**src/rtl/dr_ext.sv**
```systemverilog
// Load-data extraction/extension for the MEM stage: selects a byte or halfword lane,
// sign/zero-extends it, and flags misaligned accesses; registered copies are provided.
module dr_ext (
    input  logic        clk,
    input  logic        rst,
    input  logic [31:0] in_data,
    input  logic [1:0]  low_addr,
    input  logic        exsign,
    input  logic        isByte,
    input  logic        isHalf,
    output logic [31:0] out_data,
    output logic        misalign,
    output logic [31:0] out_data_q,
    output logic        misalign_q
);

    logic [7:0]  w_byte;
    logic [15:0] w_half;
    logic [31:0] w_data;
    logic        w_mis;
    logic [31:0] r_data;
    logic        r_mis;

    always_comb begin
        w_byte = '0;
        unique case (low_addr)
            2'd0: w_byte = in_data[7:0];
            2'd1: w_byte = in_data[15:8];
            2'd2: w_byte = in_data[23:16];
            2'd3: w_byte = in_data[31:24];
            default: w_byte = '0;
        endcase
        w_half = low_addr[1] ? in_data[31:16] : in_data[15:0];
    end

    // Byte decode has priority over halfword when both flags are set.
    always_comb begin
        w_data = in_data;
        w_mis  = 1'b0;
        if (isByte) begin
            w_data = {{24{exsign & w_byte[7]}}, w_byte};
            w_mis  = 1'b0;
        end else if (isHalf) begin
            w_data = {{16{exsign & w_half[15]}}, w_half};
            w_mis  = low_addr[0];
        end else begin
            w_data = in_data;
            w_mis  = (low_addr != 2'd0);
        end
    end

    always_ff @(posedge clk or negedge rst) begin
        if (!rst) begin
            r_data <= '0;
            r_mis  <= 1'b0;
        end else begin
            r_data <= w_data;
            r_mis  <= w_mis;
        end
    end

    assign out_data   = w_data;
    assign misalign   = w_mis;
    assign out_data_q = r_data;
    assign misalign_q = r_mis;

endmodule

```
**config.mk**
```make
export PLATFORM = sky130hd
export DESIGN_NAME = dr_ext
export DESIGN_NICKNAME = d
export VERILOG_FILES = /design/src/rtl/dr_ext.sv
export SDC_FILE = /design/constraint.sdc
export NUM_CORES = 1
export LEC_CHECK = 0
export ABC_CLOCK_PERIOD_IN_PS = 1000
export BUFFER_PORTS_ARGS = -buffer_cell sky130_fd_sc_hd__buf_2
export CORE_ASPECT_RATIO = 0.75
export CORE_MARGIN = 4
export CORE_UTILIZATION = 30
export CTS_BUF_LIST = sky130_fd_sc_hd__clkbuf_4 sky130_fd_sc_hd__clkbuf_8 sky130_fd_sc_hd__clkbuf_16
export DETAILED_ROUTE_END_ITERATION = 7
export GPL_TIMING_DRIVEN = 0
export MAX_ROUTING_LAYER = met4
export PLACE_DENSITY = 0.7
export SLEW_MARGIN = 5
export SYNTH_ARGS = -nofsm -noshare
export SYNTH_HDL_FRONTEND = slang
export SYNTH_SLANG_ARGS = --single-unit
```
**constraint.sdc**
```tcl
create_clock -name clk -period 1 [get_ports clk]
set_input_delay 0 -clock clk [delete_from_list [all_inputs] [get_ports clk]]
set_output_delay 0 -clock clk [all_outputs]
set_load 0.01 [all_outputs]
```
==> results.md, run 1 <==
* Most Crowded Layer GR: met2
* Die Width at 93.6 µm
* Setup-failing EPs final at 24
* CTS Buf Count at 5
* HPWL Detailed at 4.35 mm
* Met3 Use GR at 4.56%
* Area leader, netlist: dfrtp_1
* Setup_tns at -0.698 ns
* Clock Power Share at 31.9%
* # IOs at 105
* CP max FO at 6
* Final wirelength at 6.39 mm
* Crit path arrival time at 1.06 ns
* Number of synthesized flops with an enable pin at 0
* Top_reg_cell synth: dfrtp_1
* Internal at 2.98 mW
* Vias in the first global route at 1788
* Leak at 1.72 nW
* Status: finished, violations left
* Layout Utilization at 59.9%
* Yosys top cell area share at 50.0%
* Largest net degree at the start of global routing at 34
* Worst setup path class: input port to output pin
* Period minus WS final at 1.06 ns
* Pre-CTS setup slack at -0.424 ns
* Cell row count at 23
* Die area at 6760 µm²
* CTS Buffer Depth at 2
* # fillers at 441
* Met2 Use GR at 28.9%
* GP Congestion at 0.763
* Met1 GRT Util at 26.4%
* IO buf count at 103
* Total Power at 4.19 mW
* Synth area leaders: dfrtp_1, mux2i_1, nand3_1, a221oi_1, a211oi_1
* Register area share after synthesis at 50.0%
* Worst-case hold path end point: out_data_q[23]
* Logic gate share of total power at 32.6%
* WHS Path Cells at 3
* Antenna violations before repair at 0
* RSZ-0062 raised after global routing: true
* Final Max Tran Viols at 0
* Cells after Synth at 149
* Flops & latches, synth at 33
* Global-route wire length before repair at 9.58 mm
* Failing checks: setup timing
* Root Driver: clkbuf_8
* PnR worst setup slack at -0.0625 ns
* Synthesis-to-layout area growth at 93.3%
* P per Cell Area at 1310 nW/µm²
* Sequential power share at 35.6%
* Period utilization at 106%
* Achievable Freq at 0.941 GHz
* Post-synth ARST share at 100%
* Post-synth top cells: dfrtp_1, mux2i_1, nand2_1, nand3_1, and3_1
* Post-route ant nets at 0
* DRT iter0 DRCs at 52
* Post-layout nets at 327
* Routed vias at 1750
* Share of layout cells above drive strength 1 at 66.1%
* Sw power at 1.21 mW
* Worst-margin pin slew at 0.721 ns
* Worst setup EP type: output pin
* Startpoint Class: input port
* Count leader, synth: dfrtp_1
* Syn Std Cell Area at 1650 µm²
* CTS tree: done
* Clk pin slew, worst setup/hold paths at 0.07 ns
* Netlist cell types at 26
* Via/cell ratio at 4.81
* WP data required at 1.00 ns
* Syn Area/Cell at 11.1 µm²
* Synthesized net count at 188
* WL per Instance at 17.5 µm
* Slew margin rel. at 51.9%
* Final hold vios at 0
* Diodes inserted at 0
* TritonCTS Sinks at 33
* DRC violation count after routing at 0
* Worst hold path class: input port to flop
* Pre-Repair DR Iteration Count at 4
* Hold_sp: in_data[23]
* Max VDD drop at 0.000570 V
* Max-cap violations at 0
* Sw Share at 28.8%
* Global route total overflow at 0
* CORE AREA at 5320 µm²
* Synth Warn # at 0
* Starting Density at 31.0%
* H-tree levels at 2
* GRT Resource Usage Total at 19.4%
* Die height at 72.2 µm
worst max-delay path by stage:
stage,to,from,slack [ns],cells after the start
floorplan,out_data_q[21],low_addr[0],-0.07,5
global placement,out_data[27],isHalf,-0.40,7
detailed placement,out_data[26],isHalf,-0.42,7
CTS,out_data[26],low_addr[0],-0.04,6
global route,out_data[28],low_addr[0],-0.1,6
finish,out_data[9],low_addr[0],-0.06,6
metrics by stage:
| step | area (µm²) | hold WS (ns) | cells |
|---|---|---|---|
| global placement | 2360 | 0.0824 | 327 |
| global route | 3190 | 0.0151 | 364 |
| detailed placement | 2360 | 0.0948 | 327 |
| floorplan | 1750 | -0.296 | 149 |
| CTS | 2940 | 0.00278 | 358 |
| finish | 3190 | 0.00280 | 364 |
layer usage:
metal	wire, µm	vias to the layer above
li1	-	829
met1	2920	829
met2	2840	81
met3	498	11
met4	126	0
met5	0	-
cell type report:
type | instances | area (µm²) | area share [%]
flip-flops and latches | 33 | 826 | 25.9
multi-input cells | 103 | 1020 | 32.1
inverters | 1 | 3.75 | 0.118
clock inverters | 1 | 30.0 | 0.942
repair buffers | 133 | 976 | 30.6
plain buffers | 11 | 145 | 4.55
clock buffers | 7 | 90.1 | 2.82
well taps | 75 | 93.8 | 2.94
power groups by stage:
stage	Sequential (mW)	Clock, mW	Combinational (mW)
after global routing	1.50	1.44	1.46
final	1.49	1.33	1.36
after global placement	1.51	0	0.985
after CTS	1.49	1.36	1.23
after floorplan	1.60	0	0.443
after detailed placement	1.51	0	0.997
cell usage in the layout (no fill, tap or decap), types with 2 or more instances in the layout:
| master | instances |
|---|---|
| mux2_4 | 2 |
| nor2b_1 | 3 |
| buf_2 | 83 |
| o21ai_2 | 4 |
| nand3_2 | 10 |
| nand3_4 | 4 |
| clkbuf_4 | 3 |
| buf_12 | 4 |
| a211oi_2 | 5 |
| o21ai_4 | 4 |
| nand2_2 | 2 |
| mux2i_1 | 20 |
| dlygate4sd3_1 | 10 |
| nand2_1 | 14 |
| a211oi_1 | 3 |
| a221oi_2 | 7 |
| clkbuf_8 | 6 |
| buf_4 | 16 |
| nand3_1 | 2 |
| buf_8 | 6 |
| mux2i_2 | 2 |
| clkbuf_16 | 3 |
| dfrtp_1 | 33 |
| buf_6 | 20 |
| and3_1 | 9 |
flip-flops by register name, indices dropped and copies added (netlist names):
name        flops
misalign_q      1
out_data_q     32
worst max-delay path: stages:
cell and delay [ns]:
buf_12 0.11, mux2_4 0.33, a22oi_4 0.24, buf_12 0.17, o21ai_2 0.07, buf_2 0.14
kinds of logic (layout without fill, tap and decap cells):
kind of cell	after synthesis	count (layout)	synth area share [%]
flip-flops	33	33	50.0
AO/OA/AOI/OAI	26	26	13.0
buffers and inverters	13	153	5.53
multiplexers	25	25	15.5
AND/OR/NAND/NOR	52	52	15.9
timing repair:
| item | CTS | global route |
|---|---|---|
| gates cloned | 0 | 3 |
| setup buffers | 14 | 3 |
| hold buffers | 10 | 0 |
| endpoints found under the setup margin | 43 | 32 |
| pin swaps | 6 | 3 |
| gates resized for setup | 61 | 27 |
| hold endpoints to repair | 42 | 0 |
No activity file was read; power rests on OpenSTA's default activity.
==> run 2: changes to the inputs <==
GPL_TIMING_DRIVEN = unset   (was 0)
==> run 2 against run 1 <==
Compared with the run above: the run ends with hold timing, setup timing left; count of clock-buffer cells in the layout stayed put; setup slack better by 0.026 ns; clock power hardly changed; non-clock buffer count is 4 lower; sequential share of layout area is 0.15 points higher; critical path depth stayed put; sequential cell count stayed put; total power is 0.79% higher; die area stayed put; via count is 0.69% higher; largest cell class is now multi-input gates; largest power group unchanged.
==> results.md, run 2 (synthesis results as in run 1) <==
* Global-route wire length before repair at 9.45 mm (was 9.58 mm)
* WP data required at 1.00 ns (about the same)
* CORE AREA at 5320 µm² (unchanged)
* Die height at 72.2 µm (unchanged)
* Hold_ws at -0.00122 ns (was 0.00280 ns)
* P per Cell Area at 1330 nW/µm² (was 1310 nW/µm²)
* Period minus WS final at 1.04 ns (was 1.06 ns)
* HPWL Detailed at 4.46 mm (was 4.35 mm)
* Die area at 6760 µm² (unchanged)
* GP Congestion at 0.777 (was 0.763)
* CTS Buf Count at 5 (unchanged)
* Global route total overflow at 0 (unchanged)
* TritonCTS Sinks at 33 (unchanged)
* Vias in the first global route at 1835 (was 1788)
* Worst-margin pin slew at 0.379 ns (was 0.721 ns)
* Final Instance Area at 3170 µm² (was 3190 µm²)
* Final wirelength at 6.43 mm (was 6.39 mm)
* Status: finished, violations left (unchanged)
* Pre-Repair DR Iteration Count at 4 (unchanged)
* Top delay family on crit path: buffers and inverters (unchanged)
* Final hold vios at 1 (was 0)
* Largest net degree at the start of global routing at 20 (was 34)
* Clk pin slew, worst setup/hold paths at 0.07 ns (about the same)
* PnR worst setup slack at -0.0363 ns (was -0.0625 ns)
* Worst setup EP type: output pin (unchanged)
* Most frequent cells in the layout: buf_2, dfrtp_1, buf_4, mux2i_1, nand2_1 (was buf_2, dfrtp_1, mux2i_1, buf_6, buf_4)
* Most common cell after layout, fill and taps aside: buf_2 (unchanged)
* Setup-failing EPs final at 13 (was 24)
* Crit-path slowest cell: mux2_4 (unchanged)
* Placed Area at 2480 µm² (was 2360 µm²)
* Max reg flops at 32 (unchanged)
* Max-cap violations at 0 (unchanged)
* Cells along the critical path: buf_8, mux2_4, a22oi_4, buf_12, o21ai_2, buf_2 (was buf_12, mux2_4, a22oi_4, buf_12, o21ai_2, buf_2)
* Post-layout nets at 324 (was 327)
* Startpoint Class: input port (unchanged)
* Layout Utilization at 59.6% (was 59.9%)
* Final std cells w/o fill at 361 (was 364)
* WL per Instance at 17.8 µm (was 17.5 µm)
* # IOs at 105 (unchanged)
* Synthesis-to-layout area growth at 92.1% (was 93.3%)
* IO buf count at 104 (was 103)
* CP max FO at 6 (unchanged)
* Via/cell ratio at 4.88 (was 4.81)
* Placed cell count at 336 (was 327)
* GRT Resource Usage Total at 19.0% (was 19.4%)
* Worst path bufs/invs at 3 (unchanged)
* RSZ-0062 raised after global routing: true (unchanged)
* DRC violation count after routing at 0 (unchanged)
* Worst setup path class: input port to output pin (unchanged)
* Crit path arrival time at 1.04 ns (was 1.06 ns)
* Pre-CTS setup slack at -0.155 ns (was -0.424 ns)
* CTS tree: done (unchanged)
* Starting Density at 31.0% (unchanged)
* H-tree levels at 2 (unchanged)
* Antenna violations before repair at 0 (unchanged)
* Worst hold path class: input port to flop (unchanged)
* Failing checks: hold timing, setup timing (was setup timing)
* Routed vias at 1762 (was 1750)
* Crit-path max cell delay at 0.33 ns (about the same)
* Share of layout cells above drive strength 1 at 66.8% (was 66.1%)
* DRT iter0 DRCs at 51 (was 52)
* Total Power at 4.22 mW (was 4.19 mW)
* Max VDD drop at 0.000741 V (was 0.000570 V)
* Slew margin rel. at 74.7% (was 51.9%)
* CTS Buffer Depth at 2 (unchanged)
* Cell row count at 23 (unchanged)
* Achievable Freq at 0.965 GHz (was 0.941 GHz)
* Die Width at 93.6 µm (unchanged)
* Period utilization at 104% (was 106%)
* Final Max Tran Viols at 0 (unchanged)
* Post-route ant nets at 0 (unchanged)
* Leak at 1.67 nW (was 1.72 nW)
* Root Driver: clkbuf_8 (unchanged)
* Diodes inserted at 0 (unchanged)
==> run 2: cell count changes in the layout (fill, tap and decap cells not counted), moves of 4 or more <==
cell      change
buf_4         +6
a221oi_2      -5
a221oi_4      +5
buf_6         -5
buf_8         -5
nand3_4       -4
==> run 2: area by class of cell <==
| cell class | instances | area, µm² |
|---|---|---|
| clock buffer | 7 | 90.1 |
| tap | 75 | 93.8 |
| clock inverter | 1 | 30.0 |
| fill | 465 | 2150 |
| sequential | 33 | 826 |
| multi-input combinational | 104 | 1090 |
| inverter | 1 | 3.75 |
| timing repair buffer | 140 | 1030 |
==> run 2: worst paths after layout <==
kind,startpoint,cells after the start,end
min in group asynchronous,rst,2,out_data_q[25]
hold / removal,in_data[23],3,out_data_q[23]
max in group asynchronous,rst,3,out_data_q[0]
setup / recovery,low_addr[0],6,out_data[10]
==> run 2: per-stage QoR <==
| stage | TNS, ns | hold slack (ns) |
|---|---|---|
| after global placement | -4.69 | -0.0656 |
| final | -0.248 | -0.00122 |
| after global routing | -1.23 | 0.0178 |
| after CTS | -0.325 | 0.000289 |
| after floorplan | -1.04 | -0.296 |
| after detailed placement | -5.32 | -0.0571 |
==> run 2: per-layer routing <==
layer	global-route usage, %	routed length [µm]	vias up
met5	-	0	-
met4	6.25	61	0
met3	4.46	410	5
met2	30.3	3160	77
met1	24.1	2800	860
li1	-	-	820
==> run 2: where the power goes <==
group	internal (mW)	total (mW)	switching, mW
clock	0.839	1.33	0.495
combinational	0.680	1.39	0.715
sequential	1.46	1.49	0.0274
==> run 2: repair_timing <==
action | 4_1_cts | 5_1_grt
cloned | 1 | 1
buffers inserted | 3 | 3
endpoints found under the setup margin | 32 | 32
resized for setup | 46 | 34
hold endpoints to repair | 41 | 0
hold buffers | 9 | 0
pin swaps | 2 | 7
==> run 3: changes to the inputs <==
CTS_BUF_LIST = sky130_fd_sc_hd__clkbuf_8 sky130_fd_sc_hd__clkbuf_16   (was sky130_fd_sc_hd__clkbuf_4 sky130_fd_sc_hd__clkbuf_8 sky130_fd_sc_hd__clkbuf_16)
==> run 3 against run 2 <==
Compared with the run above: the run still ends with hold timing, setup timing left; sequential share of layout area about the same; routed wire length about the same; utilization decreased by 0.071 points; setup slack about the same; critical path depth unchanged; clock power about the same; first-iteration DRC count decreased by 9.8%; sequential power about the same; largest power group unchanged; via count increased by 0.17%; die area unchanged.
==> results.md, run 3 (synthesis results as in run 1) <==
* Die height at 72.2 µm (unchanged)
* CTS Buffer Depth at 2 (unchanged)
* Post-layout nets at 324 (unchanged)
* Leak at 1.68 nW (was 1.67 nW)
* Startpoint Class: input port (unchanged)
* HPWL Detailed at 4.46 mm (unchanged)
* CORE AREA at 5320 µm² (unchanged)
* Via/cell ratio at 4.89 (was 4.88)
* Worst-margin pin slew at 0.379 ns (unchanged)
* Die area at 6760 µm² (unchanged)
* Pre-Repair DR Iteration Count at 4 (unchanged)
* Synthesis-to-layout area growth at 91.9% (was 92.1%)
* IO buf count at 104 (unchanged)
* Worst setup path class: input port to output pin (unchanged)
* GRT Resource Usage Total at 19.0% (unchanged)
* Placed cell count at 336 (unchanged)
* Max-cap violations at 0 (unchanged)
* Setup-failing EPs final at 12 (was 13)
* WP data required at 1.00 ns (about the same)
* Root Driver: clkbuf_8 (unchanged)
* WL per Instance at 17.8 µm (about the same)
* Global-route wire length before repair at 9.45 mm (unchanged)
* Starting Density at 31.0% (unchanged)
* Period utilization at 104% (about the same)
* Sw power at 1.24 mW (about the same)
* Max VDD drop at 0.000741 V (about the same)
* TritonCTS Sinks at 33 (unchanged)
* Internal at 2.95 mW (was 2.98 mW)
* Most common cell after layout, fill and taps aside: buf_2 (unchanged)
* CTS tree: done (unchanged)
* Routed vias at 1765 (was 1762)
* Die Width at 93.6 µm (unchanged)
* Hold_ws at -0.000977 ns (was -0.00122 ns)
* PnR worst setup slack at -0.0363 ns (about the same)
* Pre-CTS setup slack at -0.155 ns (unchanged)
* DRC violation count after routing at 0 (unchanged)
* Status: finished, violations left (unchanged)
* GP Congestion at 0.777 (unchanged)
* CP max FO at 6 (unchanged)
* Crit path arrival time at 1.04 ns (about the same)
* Sw Share at 29.6% (was 29.3%)
* Slew margin rel. at 74.7% (unchanged)
* Period minus WS final at 1.04 ns (about the same)
* Final Max Tran Viols at 0 (unchanged)
* Final wirelength at 6.43 mm (about the same)
* P per Cell Area at 1320 nW/µm² (was 1330 nW/µm²)
* Share of layout cells above drive strength 1 at 66.4% (was 66.8%)
* Global route total overflow at 0 (unchanged)
* Antenna violations before repair at 0 (unchanged)
* DRT iter0 DRCs at 46 (was 51)
* Worst setup EP type: output pin (unchanged)
* Failing checks: hold timing, setup timing (unchanged)
* Logic gate share of total power at 33.3% (was 33.0%)
* Cell row count at 23 (unchanged)
* # IOs at 105 (unchanged)
* Total Power at 4.18 mW (was 4.22 mW)
* Final std cells w/o fill at 361 (unchanged)
* Largest net degree at the start of global routing at 20 (unchanged)
* Final hold vios at 1 (unchanged)
* Vias in the first global route at 1835 (unchanged)
* Clock Power Share at 31.0% (was 31.6%)
* RSZ-0062 raised after global routing: true (unchanged)
* Diodes inserted at 0 (unchanged)
* Sequential power share at 35.6% (was 35.3%)
* CTS Buf Count at 5 (unchanged)
* Setup_tns at -0.240 ns (was -0.248 ns)
* Achievable Freq at 0.965 GHz (about the same)
* Clk pin slew, worst setup/hold paths at 0.07 ns (about the same)
* Most frequent cells in the layout: buf_2, dfrtp_1, buf_4, mux2i_1, nand2_1 (unchanged)
* Max reg flops at 32 (unchanged)
* Post-route ant nets at 0 (unchanged)
* Worst hold path class: input port to flop (unchanged)
* H-tree levels at 2 (unchanged)
[run 3: routing by layer]
metal / vias to the layer above / part of all wire (%) / global-route usage [%]
met5: - / 0 / -
met4: 0 / 0.95 / 6.25
met3: 5 / 6.4 / 4.46
met2: 79 / 49 / 30.3
met1: 859 / 44 / 24.1
li1: 822 / - / -
[run 3: path summary, 6_finish.rpt]
check	startpoint	endpoint	depth (start not counted)
max	low_addr[0]	out_data[10]	6
min	in_data[23]	out_data_q[23]	3
min in group asynchronous	rst	out_data_q[25]	2
max in group asynchronous	rst	out_data_q[0]	3
[run 3: cell type report]
class,count,area [µm²]
clock buffers,6,82.6
clock inverters,2,33.8
fillers,465,2160
inverters,1,3.75
multi-input cells,104,1090
flip-flops and latches,33,826
well taps,75,93.8
repair buffers,140,1030
[run 3: through the flow]
step	utilization [%]	area, µm²
floorplan	-	1750
global placement	46.5	2480
detailed placement	46.5	2480
CTS	55.4	2950
global route	59.5	3170
finish	59.5	3170
[run 3: what timing repair did]
| action | CTS | global route |
|---|---|---|
| pin swaps | 2 | 7 |
| setup endpoints to repair | 32 | 32 |
| buffers inserted | 3 | 3 |
| gates cloned | 1 | 1 |
| hold endpoints to repair | 41 | 0 |
| resized for setup | 46 | 34 |
| hold buffers | 9 | 0 |
[run 3: power groups by stage]
| stage | registers, mW | logic [mW] | clock network (mW) |
|---|---|---|---|
| after detailed placement | 1.52 | 1.05 | 0 |
| after floorplan | 1.60 | 0.443 | 0 |
| after global placement | 1.51 | 1.04 | 0 |
| after CTS | 1.49 | 1.25 | 1.34 |
| after global routing | 1.50 | 1.49 | 1.40 |
| final | 1.49 | 1.39 | 1.30 |
[run 3: critical path, stage by stage]
cell,delay (ns)
buf_8,0.10
mux2_4,0.33
a22oi_4,0.22
buf_12,0.17
o21ai_2,0.06
buf_2,0.14
